`config.mk`:
```
export PLATFORM = sky130hd
export DESIGN_NAME = atom_loader
export DESIGN_NICKNAME = d
export VERILOG_FILES = /design/src/rtl/atom_loader.sv
export SDC_FILE = /design/constraint.sdc
export NUM_CORES = 1
export LEC_CHECK = 0
export CELL_PAD_IN_SITES_DETAIL_PLACEMENT = 0
export CELL_PAD_IN_SITES_GLOBAL_PLACEMENT = 1
export CORE_MARGIN = 3
export CORE_UTILIZATION = 43
export CTS_CLUSTER_DIAMETER = 60
export DETAILED_ROUTE_END_ITERATION = 8
export GPL_TIMING_DRIVEN = 1
export PLACE_DENSITY = 0.83
export SYNTH_ARGS = -nofsm -noshare
export SYNTH_HDL_FRONTEND = slang
export SYNTH_SLANG_ARGS = --single-unit
```
`constraint.sdc`:
```
create_clock -name clk -period 3.2 [get_ports clk]
set_clock_uncertainty 0.15 [all_clocks]
set_input_delay 0.64 -clock clk [delete_from_list [all_inputs] [get_ports clk]]
set_output_delay 0.64 -clock clk [all_outputs]
set_load 0.05 [all_outputs]
```
`src/rtl/atom_loader.sv`:
```
// atom_loader: assembles 14-byte atom records from a framed byte stream
// and writes each one to the atom register file (ATOM_LOADER_CHECKSUM_EN adds a trailing XOR check).
module atom_loader #(
    parameter int MAX_ATOMS = 64
) (
    input  logic        clk,
    input  logic        rst_n,
    input  logic [7:0]  in_data,
    input  logic        in_valid,
    output logic        in_ready,
    input  logic        clear,
    output logic        we,
    output logic [5:0]  w_addr,
    output logic [31:0] w_x,
    output logic [31:0] w_y,
    output logic [31:0] w_z,
    output logic [4:0]  w_res_id,
    output logic [3:0]  w_atom_idx,
    output logic        busy,
    output logic        done,
    output logic [6:0]  atom_count,
    output logic        err
);

    localparam logic [6:0] MAX_N = 7'(MAX_ATOMS);

    typedef enum logic [2:0] {
        IDLE,
        RECV,
        WRITE,
        CKSUM,
        DONE
    } state_t;

    state_t      state;
    logic [6:0]  n_rec;
    logic [3:0]  byte_cnt;
    logic [95:0] shreg;
    logic [4:0]  res_buf;
    logic        xfer;
    logic        last;
    logic [6:0]  hdr_n;

    assign xfer     = in_valid && in_ready;
    assign in_ready = (state == IDLE) || (state == RECV) || (state == CKSUM);
    assign busy     = (state != IDLE);
    assign last     = (atom_count + 7'd1) >= n_rec;
    assign hdr_n    = (in_data == 8'd0 || in_data > 8'(MAX_ATOMS)) ? MAX_N : in_data[6:0];

`ifdef ATOM_LOADER_CHECKSUM_EN
    logic [7:0] csum;
    logic       err_q;

    assign err = err_q;

    always_ff @(posedge clk or negedge rst_n) begin
        if (!rst_n) begin
            csum  <= 8'd0;
            err_q <= 1'b0;
        end else if (!clear && xfer) begin
            case (state)
                IDLE: begin
                    csum  <= in_data;
                    err_q <= 1'b0;
                end
                RECV:    csum  <= csum ^ in_data;
                CKSUM:   err_q <= (in_data != csum);
                default: ;
            endcase
        end
    end
`else
    assign err = 1'b0;
`endif

    always_ff @(posedge clk or negedge rst_n) begin
        if (!rst_n) begin
            state      <= IDLE;
            n_rec      <= 7'd0;
            byte_cnt   <= 4'd0;
            shreg      <= 96'd0;
            res_buf    <= 5'd0;
            we         <= 1'b0;
            done       <= 1'b0;
            w_addr     <= 6'd0;
            w_x        <= 32'd0;
            w_y        <= 32'd0;
            w_z        <= 32'd0;
            w_res_id   <= 5'd0;
            w_atom_idx <= 4'd0;
            atom_count <= 7'd0;
        end else begin
            we   <= 1'b0;
            done <= 1'b0;
            if (clear) begin
                // a write already on the port this cycle still counts
                if (state == WRITE)
                    atom_count <= atom_count + 7'd1;
                byte_cnt <= 4'd0;
                state    <= IDLE;
            end else begin
                case (state)
                    IDLE: begin
                        if (xfer) begin
                            n_rec      <= hdr_n;
                            w_addr     <= 6'd0;
                            atom_count <= 7'd0;
                            byte_cnt   <= 4'd0;
                            state      <= RECV;
                        end
                    end
                    RECV: begin
                        if (xfer) begin
                            byte_cnt <= byte_cnt + 4'd1;
                            if (byte_cnt < 4'd12) begin
                                shreg <= {in_data, shreg[95:8]};
                            end else if (byte_cnt == 4'd12) begin
                                res_buf <= in_data[4:0];
                            end else begin
                                w_x        <= shreg[31:0];
                                w_y        <= shreg[63:32];
                                w_z        <= shreg[95:64];
                                w_res_id   <= res_buf;
                                w_atom_idx <= in_data[3:0];
                                byte_cnt   <= 4'd0;
                                we         <= 1'b1;
                                state      <= WRITE;
                            end
                        end
                    end
                    WRITE: begin
                        atom_count <= atom_count + 7'd1;
                        if (last) begin
`ifdef ATOM_LOADER_CHECKSUM_EN
                            state <= CKSUM;
`else
                            done  <= 1'b1;
                            state <= DONE;
`endif
                        end else begin
                            w_addr <= w_addr + 6'd1;
                            state  <= RECV;
                        end
                    end
`ifdef ATOM_LOADER_CHECKSUM_EN
                    CKSUM: begin
                        if (xfer) begin
                            done  <= 1'b1;
                            state <= DONE;
                        end
                    end
`endif
                    DONE:    state <= IDLE;
                    default: state <= IDLE;
                endcase
            end
        end
    end

endmodule

```
Yosys cells after proc, flatten, opt, wreduce, memory -nomap -nowiden:

Cells that the tools add are included.
W data, S select, Z words.

* word-level logic and storage cells: 80
* bits in registers: 235

* order comparisons: 3
* mux-type cells: 29
* reduce and logical (&&, ||, !) cells: 17
* equal/unequal tests: 11
* bitwise gates (word level): 3
* $add $sub $neg: 3

Operators by type and width (count)
* $mux W7: 4
* $mux W4: 5
* $mux W3: 6
* $pmux W7 S2: 1
* $mux W6: 2
* $ne A3 B3 Y1 const B: 4
* $pmux W6 S2: 1
* $reduce_and A4 Y1: 3
* $reduce_and A5 Y1: 2
* $pmux W3 S3: 1
* $reduce_and A3 Y1: 3
* $gt A8 B7 Y1 const B: 1
* $logic_not A8 Y1: 1
* $mux W1: 8
* $pmux W4 S2: 1
* $add A7 B1 Y7 const B: 1
* $ge A7 B7 Y1: 1
* $add A6 B1 Y6 const B: 1
* $eq A3 B2 Y1 const B: 2
* $reduce_bool A3 Y1: 2
* $add A4 B1 Y4 const B: 1
* $eq A4 B4 Y1 const B: 1
* $lt A4 B4 Y1 const B: 1
* $ne A2 B2 Y1 const B: 2
* 7 further kinds: 11

Longest topological paths before layout:

* depth after elaboration: 7
* depth in mapped cells: 10

Worst setup path after synthesis:

No wires, ideal clock.

* path type: reg2reg
* start: reg atom_count[0]
* end: reg w_addr[4]
* required time: 2924 ps
* arrival: 2916 ps
* cell stages (with the launch flop): 11
* setup slack: 8 ps
* period minus slack after synthesis: 3192 ps
* cell sequence: dfrtp_1 -> ha_1 -> nand2_1 -> nor2_1 -> xor2_1 -> ha_1 -> and3_1 -> a221o_1 -> a31oi_2 -> o21ai_0 -> a221o_1

* cells in the longest elaborated chain, start to end: 4

Ends and longest elaborated chain
* start: declaration: RTL line 21 `output logic [6:0] atom_count,`
* start signal: assignment: RTL line 98 `atom_count <= atom_count + 7'd1;`
* start signal: assignment: RTL line 132 `atom_count <= atom_count + 7'd1;`
* $add A7 B1 Y7: RTL line 47 `assign last = (atom_count + 7'd1) >= n_rec;`
* $ge A7 B7 Y1: RTL line 47
* $ne A2 B2 Y1 (no source line)
* $reduce_and A4 Y1 (no source line)
* end signal: assignment: RTL line 141 `w_addr <= w_addr + 6'd1;`
* end: declaration: RTL line 13 `output logic [5:0] w_addr,`

No other way between the ends.
A chain may end at the register's enable or synchronous reset.

Final worst setup path:

Ends and elaborated chain as after synthesis.

==> flow_metrics.tcl <==
set metrics [dict create \
    crit_type "reg2reg" \
    syn_nets 851 \
    max_freq_ghz 0.3407 \
    max-clock-path-buffers 3 \
    yosysUniqueCellTypes 41 \
    r2r_slack_ns 0.27 \
    coreArea_sq_um 20690 \
    dieArea_sq_um 23260 \
    rsz0062_at_grt "false" \
    syn_area_sq_um 9231 \
    hold_path_class "reg2reg" \
    grt_pass1_wl_microns 33220 \
    max-vdd-ir-drop_mv 0.3455 \
    min_from "shreg[7]" \
    critPathMaxStageDelay_ns 0.44 \
    final.setup.worst_slack_ns 0.2652 \
    grt_pass1_vias 6281 \
    ys_ff_latch 235 \
    drive_gt1_frac 0.1734 \
    end_kind "flip-flop" \
    routedWlPerCell_microns 15.59 \
    syn-instance-count 828 \
    min_period_ns 2.935 \
    fin_nets 989 \
    start_kind "flip-flop" \
    slowest_stage "dfrtp_1" \
    seq_area_frac_synth 0.6370 \
    yosys_warnings 0 \
    hold_ws_ns 0.3107 \
    final_cell_mix "336 x nand2_1, 235 x dfrtp_1, 132 x clkdlybuf4s50_1" \
    worstHoldPathCells 2 \
    p_leak_nw 6.053 \
    gp_congestion 0.7772 \
    tightest_slew_ns 0.6314 \
    cp_common_cell "a221o_1" \
    grt_overflow 0 \
    clock-root-buffer "clkbuf_16" \
    maxCapViolCount 0 \
    status "finished, final reports clean" \
    clkLatencyLatePin_ns 0.52 \
    max-slew-margin-rel 0.5746 \
    path_max_fanout 7 \
    track_usage 0.1693 \
    pwr_density_cell_nw_per_um2 589.2 \
    slew_violations 0 \
    start_util 0.4462 \
    final_common_cell "nand2_1" \
    min_to "w_x[7]" \
    rr_endpoint "w_addr[4]" \
    synth_ff_type "dfrtp_1" \
    place.port_buffers 133 \
    hold_viol 0 \
    cts_tree "yes" \
    cts.sinks 235 \
    die_w_microns 152.5 \
    vias 6178 \
    num_rows 52 \
    boundaryPins 135 \
    antenna_found_initial 0 \
    place_ws_ns 0.2000 \
    firstDrtPassIters 6 \
    final_util 0.5718 \
    totalWireLength_microns 19580 \
    drc 0 \
    diodes 0 \
    synth_enable_flop_cells 0 \
    ff2ff_path_depth 10 \
    postRouteAntennaNets 0 \
    syn_area_per_cell_sq_um 11.15 \
    timing.final.crit_share 0.9171 \
    setup_viol 0 \
    area.growth.synth_to_final_pct 28.16 \
    cts_max_level 1 \
    final_cell_count_no_fill 1256 \
    crit_arrival_ns 3.19 \
    setup_tns_ns 0 \
    hpwl_microns 12490 \
    r2r_start "atom_count[0]" \
    crit_chain "ha_2 > nand2_1 > nor2_1 > xor2_1 > ha_1 > and3_1 > a221o_1 > a31oi_2 > o21ai_1 > a221o_1" \
    place_inst 1207 \
    async_flop_share 1.000 \
    detail_route.iter0.violations 343 \
    die_h_microns 152.5 \
    required_ns 3.45 \
    path_clk_slew_ns 0.06 \
    cts_buffers 26 \
    vias_per_cell 4.919 \
    grt_max_degree 107 \
]
[synth_stat cells, types with 2 or more instances]
master / n / share of area
a21o_1: 3 / 0.0024
a21oi_1: 3 / 0.0016
a221o_1: 2 / 0.0022
a22o_1: 7 / 0.0066
and3_1: 2 / 0.0014
buf_1: 6 / 0.0024
buf_2: 10 / 0.0054
clkbuf_1: 20 / 0.0081
dfrtp_1: 235 / 0.64
ha_1: 11 / 0.015
inv_1: 12 / 0.0049
inv_2: 2 / 0.00081
mux2_2: 101 / 0.12
mux2i_1: 2 / 0.0022
nand2_1: 338 / 0.14
nand3_1: 15 / 0.0081
nor2_1: 9 / 0.0037
nor2b_1: 2 / 0.0014
nor3_1: 6 / 0.0033
nor3b_1: 2 / 0.0016
o21ai_0: 14 / 0.0076
or2_2: 2 / 0.0014
or4_1: 2 / 0.0016
xnor2_1: 3 / 0.0028
xor2_1: 3 / 0.0028
[how the worst max path moves through the flow]
stage,from,end,slack [ns]
final,atom_count[0],w_addr[4],0.27
after global routing,atom_count[0],w_addr[4],0.07
after CTS,atom_count[0],w_addr[0],0.18
after detailed placement,atom_count[0],w_addr[4],0.20
after global placement,atom_count[0],w_addr[0],0.29
after floorplan,atom_count[0],w_addr[4],0.008
[worst max-delay path: cells and delay by family (launching register included)]
family / cells / cell delay, ns
DFF: 1 / 0.44
AOI/OAI and AO/OA: 4 / 1.10
and+or+nand+nor: 3 / 0.40
adders and majority gates: 2 / 0.53
xor gates and xnor gates: 1 / 0.21
[power by group]
part / switching (W) / internal [W] / total [W] / leakage [nW]
clock network: 0.00119 / 0.00180 / 0.00299 / 0.432
registers: 0.000243 / 0.00326 / 0.00351 / 3.22
logic: 0.000199 / 0.000274 / 0.000473 / 2.40
[layout make-up]
type | instances | area [sq um]
inverters | 14 | 55.05
multi-input cells | 542 | 3166
fillers | 1778 | 8859
repair buffers | 147 | 1519
well taps | 270 | 337.8
clock inverters | 12 | 123.9
flip-flops and latches | 235 | 5881
clock buffers | 36 | 749.5
[repair_timing]
| action | in CTS | in global routing |
|---|---|---|
| hold endpoints to repair | 19 | 0 |
| hold buffers | 1 | 0 |
| gates resized for setup | 0 | 3 |
| setup buffers | 0 | 0 |
| setup endpoints to repair | 0 | 4 |
[metal layers]
metal | up-vias | track usage | wire length (microns)
li1 | 2966 | - | -
met1 | 3063 | 0.2487 | 9407
met2 | 125 | 0.2661 | 8972
met3 | 24 | 0.03380 | 948
met4 | 0 | 0.03352 | 255
met5 | - | 0 | 0
[through the flow]
stage               total power [W]  area, sq um
global route               0.007277        11830
detailed placement         0.004045        10940
CTS                        0.007073        11820
global placement           0.004021        10940
floorplan                  0.003799         9231
finish                     0.006971        11830
[cell families after synthesis]
group	Yosys count	synth area share
flops	235	0.6370
xor+xnor	6	0.005694
other cells	1	0.0004062
mux	103	0.1254
simple gates	387	0.1690
compound gates	34	0.02508
buf+inv	51	0.02250
fa+ha+maj	11	0.01491
[flip-flops by register name, indices dropped and copies added (netlist names)]
signal,count
w_res_id,5
w_x,32
we,1
atom_count,7
w_y,32
w_addr,6
w_atom_idx,4
res_buf,5
byte_cnt,4
n_rec,7
state,3
shreg,96
w_z,32
done,1
Note: power is estimated with default switching activity, not from simulation.
